==> config.mk <==
export PLATFORM = sky130hd
export DESIGN_NAME = sipo_deser_hs
export DESIGN_NICKNAME = d
export VERILOG_FILES = /design/src/rtl/sipo_deser_hs.sv
export SDC_FILE = /design/constraint.sdc
export NUM_CORES = 1
export LEC_CHECK = 0
export CAP_MARGIN = 20
export CORE_UTILIZATION = 30
export CTS_CLUSTER_DIAMETER = 120
export CTS_CLUSTER_SIZE = 20
export DETAILED_ROUTE_END_ITERATION = 6
export PLACE_DENSITY_LB_ADDON = 0.2
export SLEW_MARGIN = 20
export SYNTH_ARGS = -nofsm -noshare
export SYNTH_HDL_FRONTEND = slang
export SYNTH_SLANG_ARGS = --single-unit
==> constraint.sdc <==
create_clock -name clk -period 1.4 [get_ports clk]
set_input_delay 0.21 -clock clk [delete_from_list [all_inputs] [get_ports clk]]
set_output_delay 0.21 -clock clk [all_outputs]
set_load 0.03 [all_outputs]
==> src/rtl/sipo_deser_hs.sv <==
// Serial-in/parallel-out deserialiser with a one-word holding register,
// valid/ready output handshake, selectable bit order and frame realignment.
`timescale 1ns/1ps
module sipo_deser_hs #(
  parameter int WIDTH     = 8,
  parameter bit MSB_FIRST = 1'b1,
  parameter int CNT_W     = $clog2(WIDTH)
) (
  input  logic             clk,
  input  logic             rst,
  input  logic             ser_in,
  input  logic             ser_valid,
  input  logic             frame_sync,
  output logic [WIDTH-1:0] par_out,
  output logic             par_valid,
  input  logic             par_ready,
  output logic [CNT_W-1:0] bit_cnt,
  output logic             overrun,
  input  logic             clr_ovr
);

  // Only WIDTH-1 bits are kept; the last bit comes straight from ser_in.
  logic [WIDTH-2:0] sh;
  logic [WIDTH-1:0] word;
  logic             last_bit;
  logic             complete;
  logic             load;
  logic             drop;

  always_comb begin
    word     = MSB_FIRST ? {sh, ser_in} : {ser_in, sh};
    last_bit = (bit_cnt == CNT_W'(WIDTH - 1));
    complete = ser_valid & last_bit & ~frame_sync;
    load     = complete & (~par_valid | par_ready);
    drop     = complete & par_valid & ~par_ready;
  end

  // NOTE: sequential state uses non-blocking assignments only, so every
  // register sees pre-edge values regardless of statement order.
  always_ff @(posedge clk) begin
    if (!rst) begin
      sh        <= '0;
      bit_cnt   <= '0;
      par_out   <= '0;
      par_valid <= 1'b0;
      overrun   <= 1'b0;
    end else begin
      // On frame_sync the bit still shifts in normally: any stale bits are
      // pushed out before the next completion, so only bit_cnt must restart.
      if (ser_valid) begin
        sh <= MSB_FIRST ? word[WIDTH-2:0] : word[WIDTH-1:1];
      end

      if (frame_sync) begin
        bit_cnt <= ser_valid ? CNT_W'(1) : '0;
      end else if (ser_valid) begin
        bit_cnt <= last_bit ? '0 : bit_cnt + CNT_W'(1);
      end

      if (load) begin
        par_out   <= word;
        par_valid <= 1'b1;
      end else if (par_valid && par_ready) begin
        par_valid <= 1'b0;
      end

      if (drop) begin
        overrun <= 1'b1;
      end else if (clr_ovr) begin
        overrun <= 1'b0;
      end
    end
  end

endmodule

# After elaboration in Yosys (flattened, before gate mapping)
# Cells that the tools add are included.
[totals]
input_bits = 7
mem_bits_rw = 0
wordCells = 28
romBits = 0
memories = 0
ff_bits = 20
latchBits = 0
[op_classes]
shift = 0
n_bitwise = 9
n_reduce_logical = 4
n_mul = 0
magnitude_cmp = 0
n_eq_ne = 1
div_mod_pow = 0
add_sub_neg = 1
mux = 8
[ops]
columns = ["op", "count"]
rows = [
  ["two-way mux 3 bit", 3],
  ["nonzero test 2 bit", 3],
  ["bitwise AND 1 bit", 5],
  ["two-way mux 1 bit", 5],
  ["adder 3 x 1 -> 3 bit, second input constant", 1],
  ["== test 3 bit, second input constant", 1],
  ["inverter 1 bit", 3],
  ["logical AND 1 bit", 1],
  ["OR 1 bit", 1],
]

# Logic depth before layout (Yosys ltp)
# Gate-level depths: netlist of the first run.
[logic_depth]
ltp_word = 6
ltp_mapped = 6

# Worst setup path after synthesis of the first run
# No wires, ideal clock.
[synth_timing]
kind = "register -> register"
from = "register bit_cnt[0]"
to = "register par_out[0]"
path_stages_with_launch = 7
setup_ns = 0.072
required_ns = 1.328
arrival_ns = 1.418
period_less_slack_ns = 1.490
setup_slack_ns = -0.090
path_cell_list = "dfxtp_1 ha_1 ha_1 nand3b_4 nor2b_4 buf_12 mux2i_1"
[synth_between]
elab_chain_cells = 4
[synth_lines]
columns = ["item", "line_no", "source"]
rows = [
  ["start: declaration", "17", "output logic [CNT_W-1:0] bit_cnt,"],
  ["start signal: assignment", "55", "bit_cnt <= ser_valid ? CNT_W'(1) : '0;"],
  ["start signal: assignment", "57", "bit_cnt <= last_bit ? '0 : bit_cnt + CNT_W'(1);"],
  ["== test 3 bit", "32", "last_bit = (bit_cnt == CNT_W'(WIDTH - 1));"],
  ["bitwise AND 1 bit (2 in series)", "33", "complete = ser_valid & last_bit & ~frame_sync;"],
  ["bitwise AND 1 bit", "34", "load = complete & (~par_valid | par_ready);"],
  ["end signal: assignment", "61", "par_out <= word;"],
  ["end: declaration", "14", "output logic [WIDTH-1:0] par_out,"],
]
# Every way passes these cells.
# A chain may end at the register's enable or synchronous reset.

# Worst setup path after layout of the first run
[layout_timing]
from = "register bit_cnt[2]"
to = "output bit_cnt[2]"
# No word-level cell between the ends.

==> summary.txt, run 1 <==
Critical path
  – Arrival time at the worst endpoint: 1130 ps
  – Max incr delay on CP: 420 ps
  – Worst path cell trace: dlygate4sd2_1
  – Cell family with most CP delay: flip-flops
  – Crit path max fanout: 3
  – Worst path required time: 1190 ps
  – Worst Setup End Kind: output pin
  – Critical-path top delay cell: dfxtp_1
  – WS Path Type: reg2out
  – Crit path buf inv count: 1
  – CP Launch Type: flip-flop

Global routing
  – Global-route wire length before repair: 2600 µm
  – GRT Overall Usage: 10.6%
  – Grt ovf: 0
  – Met3 global-route usage: 3.04%
  – Global routing usage on met1: 12.7%
  – Gr busiest metal: met2
  – Initial antenna violation count: 0
  – Met2 Use GR: 17.7%
  – Vias in the first global route: 619
  – Largest net degree at the start of global routing: 28

Clock network
  – H-tree levels: 1
  – Skew-Pair Late Insertion Delay: 290 ps
  – CTS Root Cell: clkbuf_4
  – CTS tree: built
  – Number of CTS-inserted buffers: 3
  – Setup Buffers After CTS: 0
  – CTS sink count: 20
  – Worst-case clock buffer depth: 2
  – Cts hold-fix bufs: 0
  – Clock transition at path regs: 110 ps

Synth
  – Synth top cells by count: dfxtp_1, mux2i_1, nand2_1
  – Cell variety after synth: 20
  – Syn_area_per_cell: 10.6 µm²
  – Top cell type's share of synthesized area: 46.8%
  – Mapped cell area: 856 µm²
  – Syn. warnings: 0
  – Async S/R FF share, synth: 0%
  – Count leader, synth: dfxtp_1
  – Yosys reg bits: 20
  – Synth Instances: 81
  – Synth Flop Type: dfxtp_1
  – Area contributors post-synth: dfxtp_1, mux2i_1, nand2_1, nor2b_1, ha_1
  – Syn nets: 90
  – Register area share after synthesis: 46.8%
  – EDFF count, synth: 0
  – Yosys top cell by area: dfxtp_1

Status
  – Status: finished clean

STA
  – Measured slew at the worst slew-check pin: 308 ps
  – Max Slew Vio Count: 0
  – Final setup margin: 60.8 ps
  – Post-layout min period: 1340 ps
  – Tcrit/Tclk final: 95.7%
  – Setup TNS: 0 ps
  – Final Setup Violations: 0
  – Final hold vios: 0
  – Max Freq: 747 MHz
  – RSZ-0062 raised after global routing: no
  – Final Hold Slack: 458 ps
  – Setup Skew: 1.65 ps
  – Slew HR: 79.6%

Die
  – Rows: 19
  – Vert. Die Dim: 55.4 µm
  – Die width: 55.4 µm
  – Die area: 3070 µm²
  – Initial Util: 31.3%
  – I/O pin count: 20
  – Core Box Area: 2730 µm²

Pwr
  – Total power: 1130 µW
  – Pwr dens: 951 nW/µm²
  – Peak VDD IR: 0.000515 V
  – Leak Pwr: 0.000521 µW

Drt
  – Wire per inst: 10.3 µm
  – Routed Wire Length: 1410 µm
  – Iter 0 DRT Violations: 6
  – Vias per inst: 4.30
  – DRC errors left: 0
  – Drt first pass iters: 3
  – ANT nets after route: 0
  – Vias: 589

Placed design
  – HPWL Detailed: 1050 µm
  – PortBufs: 19
  – Post-DP Area: 1130 µm²
  – Placement Setup Slack: -53.3 ps
  – GPL Wtd Cong: 0.686

Job
  – Max cap viols: 0

Finish
  – Fin nets: 116
  – P&R area growth vs syn: 39.3%
  – Layout fillers: 280
  – Final instance area: 1190 µm²
  – Share of layout cells above drive strength 1: 17.0%
  – Reg area: 403 µm²
  – Number of diodes: 0
  – Multi-input gate area: 430 µm²

Hold path
  – Hold Path Class: reg2reg
-- metal layers --
metal / up-vias / wire, µm
li1: 316 / -
met1: 261 / 712
met2: 10 / 624
met3: 2 / 53
met4: 0 / 20
met5: - / 0
-- where the power goes --
group | total (µW) | internal [µW] | switching [µW]
clock network | 462 | 289 | 173
registers | 582 | 576 | 6.13
logic | 89.7 | 52.8 | 36.9
-- placed cells by master (no fill, tap or decap), types with 2 or more instances in the layout --
master and instances:
buf_12 3, nor2b_1 7, nand2_1 16, dfxtp_2 2, clkbuf_4 3, ha_4 2, buf_4 4, clkdlybuf4s50_1 6
dfxtp_1 18, mux2i_1 17, nor2_1 3, dlygate4sd2_1 13
-- cell type report --
class	instances	area share (%)
Clock buffer	3	1.89
Clock inverter	1	2.52
Inverter	1	0.315
Multi-Input combinational cell	55	36.1
Sequential cell	20	33.8
Tap cell	31	3.25
Timing Repair Buffer	26	22.1
-- stage by stage --
step / utilization (%) / cells
2_1_floorplan: - / 81
3_3_place_gp: 41.4 / 133
3_5_place_dp: 41.4 / 133
4_1_cts: 42.7 / 137
5_1_grt: 43.6 / 137
6_report: 43.6 / 137
-- state kept, by name, summed over array words and instances, names as in the netlist --
name	flops
par_out	8
par_valid	1
sh	7
bit_cnt	3
overrun	1
-- cell families (layout without fill, tap and decap cells) --
family,after synthesis,in the layout,synth area share (%)
AO/OA/AOI/OAI,4,4,3.07
adder cells (fa/ha/maj),2,2,2.92
buffers and inverters,6,31,5.85
flip-flops,20,20,46.8
multiplexers,17,17,19.9
AND/OR/NAND/NOR,32,32,21.5
-- timing repair --
item / CTS / global route
gates cloned: 0 / 0
endpoints found under the setup margin: 13 / 8
resized for setup: 13 / 4
endpoints found under the hold margin: 0 / 0
-- path summary, 6_finish.rpt --
check / cells after the start / startpoint / endpoint / slack (ps)
worst min-delay path: 2 / par_out[2] / par_out[2] / 460
worst max-delay path: 1 / bit_cnt[2] / bit_cnt[2] / 60
worst max register to register: 6 / bit_cnt[0] / par_out[0] / 140
worst min register to register: 2 / par_out[2] / par_out[2] / 460
No activity file was read; power rests on OpenSTA's default activity.
==> inputs of run 2 (changes only) <==
--- a/constraint.sdc
+++ b/constraint.sdc
@@ -3,2 +3,2 @@
 set_output_delay 0.21 -clock clk [all_outputs]
-set_load 0.03 [all_outputs]
+set_load 0.05 [all_outputs]
==> summary.txt, run 2 (same netlist as run 1, synthesis figures left out) <==
Drt
  – Iter 0 DRT Violations: 9 (was 6)
  – Vias per inst: 4.48 (was 4.30)
  – Wire per inst: 10.3 µm (about the same)
  – Drt first pass iters: 4 (was 3)
  – Routed Wire Length: 1390 µm (was 1410 µm)
  – DRC errors left: 0 (unchanged)
  – Vias: 605 (was 589)
  – ANT nets after route: 0 (unchanged)

Critical path
  – Worst setup path endpoint: par_out[7] (was bit_cnt[2])
  – Reg-to-reg endpoint: par_out[7] (was par_out[0])
  – Max incr delay on CP: 390 ps (was 420 ps)
  – Crit path buf inv count: 1 (unchanged)
  – Worst path cell trace: ha_4, ha_4, nand3b_4, nor2b_4, buf_12, mux2i_2 (was dlygate4sd2_1)
  – R2r setup slk: 120 ps (was 140 ps)
  – Worst path required time: 1640 ps (was 1190 ps)
  – WP depth: 6 (was 1)
  – Critical-path top delay cell: dfxtp_4 (was dfxtp_1)
  – Worst setup path start: bit_cnt[0] (was bit_cnt[2])
  – Worst r2r src: bit_cnt[0] (unchanged)
  – Worst Setup End Kind: flip-flop (was output pin)
  – Worst reg-to-reg path cell count: 6 (unchanged)
  – Cell family with most CP delay: flip-flops (unchanged)
  – Crit path max fanout: 8 (was 3)
  – Arrival time at the worst endpoint: 1510 ps (was 1130 ps)
  – CP Launch Type: flip-flop (unchanged)
  – WS Path Type: reg2reg (was reg2out)
  – Critical path's most frequent cell: ha_4

STA
  – Final hold vios: 0 (unchanged)
  – Slew HR: 87.2% (was 79.6%)
  – Max Slew Vio Count: 0 (unchanged)
  – Final setup margin: 122 ps (was 60.8 ps)
  – Tcrit/Tclk final: 91.3% (was 95.7%)
  – Setup TNS: 0 ps (unchanged)
  – Final Setup Violations: 0 (unchanged)
  – Setup Skew: 2.05 ps (was 1.65 ps)
  – Post-layout min period: 1280 ps (was 1340 ps)
  – RSZ-0062 raised after global routing: no (unchanged)
  – Measured slew at the worst slew-check pin: 191 ps (was 308 ps)
  – Max Freq: 783 MHz (was 747 MHz)

Finish
  – Max FFs per register: 8 (unchanged)
  – Final cell count without fillers: 135 (was 137)
  – P&R area growth vs syn: 53.8% (was 39.3%)
  – Highest-count cells in the layout ignoring fill and taps: dfxtp_1, mux2i_1, nand2_1 (unchanged)
  – Share of layout cells above drive strength 1: 29.8% (was 17.0%)
  – Number of diodes: 0 (unchanged)
  – Final instance area: 1320 µm² (was 1190 µm²)
  – Commonest non-fill, non-tap cell in the layout: dfxtp_1 (unchanged)
  – Largest registers: par_out x8, sh x7, bit_cnt x3 (unchanged)
  – Biggest register: par_out (unchanged)
  – Fin nets: 114 (was 116)

Pwr
  – Total power: 1070 µW (was 1130 µW)
  – Internal Pwr Total: 845 µW (was 917 µW)
  – Combinational Power Share: 8.7% (was 7.9%)
  – NetSw: 228 µW (was 216 µW)
  – Pwr dens: 815 nW/µm² (was 951 nW/µm²)
  – Switch share: 21.3% (was 19.1%)
  – Clk network pwr share: 37.2% (was 40.8%)
  – Sequential Power Share: 54.1% (was 51.3%)
  – Peak VDD IR: 0.000519 V (was 0.000515 V)
  – Leak Pwr: 0.000509 µW (was 0.000521 µW)

Status
  – Status: finished clean (unchanged)

Die
  – Die width: 55.4 µm (unchanged)
  – Die area: 3070 µm² (unchanged)
  – Vert. Die Dim: 55.4 µm (unchanged)
  – Initial Util: 31.3% (unchanged)
  – Rows: 19 (unchanged)
  – I/O pin count: 20 (unchanged)
  – Core Box Area: 2730 µm² (unchanged)

Clock network
  – CTS tree: built (unchanged)
  – Number of CTS-inserted buffers: 3 (unchanged)
  – Worst-case clock buffer depth: 2 (unchanged)
  – CTS Root Cell: clkbuf_4 (unchanged)
  – Clock transition at path regs: 110 ps (about the same)
  – Skew-Pair Late Insertion Delay: 300 ps (was 290 ps)
  – CTS sink count: 20 (unchanged)
  – Cts hold-fix bufs: 0 (unchanged)
  – H-tree levels: 1 (unchanged)

Placed design
  – Placed Cells: 130 (was 133)
  – Placement Setup Slack: -25.7 ps (was -53.3 ps)
  – GPL Wtd Cong: 0.691 (was 0.686)
  – HPWL Detailed: 976 µm (was 1050 µm)
  – Post-DP Area: 1230 µm² (was 1130 µm²)
  – PortBufs: 19 (unchanged)

Global routing
  – Initial antenna violation count: 0 (unchanged)
  – Largest net degree at the start of global routing: 28 (unchanged)
  – Global-route wire length before repair: 2370 µm (was 2600 µm)
  – Grt ovf: 0 (unchanged)
  – Vias in the first global route: 547 (was 619)
  – GRT Overall Usage: 10.2% (was 10.6%)

Hold path
  – Hold Path Depth: 2 (unchanged)
  – Hold Path Class: reg2reg (unchanged)

Job
  – Max cap viols: 0 (unchanged)
[run 2: cell types whose count changed in the layout (fill, tap and decap cells not counted), sizes merged]
cell         delta
buf            +11
bufinv          -1
clkbuf          +1
dlygate4sd2    -13
[run 2: area by class of cell]
class                      instances  area, µm²
timing repair buffer              24        383
fill                             251       1420
multi-input combinational         55        434
inverter                           1       3.75
clock buffer                       4       47.5
sequential                        20        409
tap                               31       38.8
[run 2: per-layer routing]
layer	GRT usage, %	share of wire, %	vias to the layer above	routed length [µm]
met5	0	0	-	0
met4	8.57	3.7	0	51
met1	12.9	49	273	685
met3	2.58	4.9	5	68
met2	14.3	42	14	583
li1	-	-	313	-
[run 2: power groups by stage]
stage                     clock, µW  combinational (µW)  sequential [µW]
after global routing            442                 101              581
final                           399                93.9              580
after floorplan                   0                41.2              600
after CTS                       419                90.7              580
after global placement            0                89.5              593
after detailed placement          0                90.3              593
[run 2: worst min path at each step]
stage	startpoint	to	slack (ps)
final	sh[1]	par_out[2]	480
after global routing	ser_in	par_out[0]	490
after CTS	ser_in	par_out[0]	480
after floorplan	ser_in	par_out[0]	350
after global placement	sh[6]	par_out[7]	450
after detailed placement	sh[6]	par_out[7]	470
[run 2: timing repair]
action | 4_1_cts | 5_1_grt
gates resized for setup | 0 | 5
setup endpoints to repair | 0 | 8
buffers inserted | 0 | 1
[run 2: tightest hold or removal path: stages, from the launching register on]
cell     delay [ps]
dfxtp_1         340
nand2_1          50
mux2i_1          50
[run 2: metrics by stage]
step	hold slack [ps]	util (%)
after detailed placement	467	45.1
after global routing	494	48.1
after CTS	483	46.8
final	483	48.1
after global placement	451	45.1
after floorplan	352	-
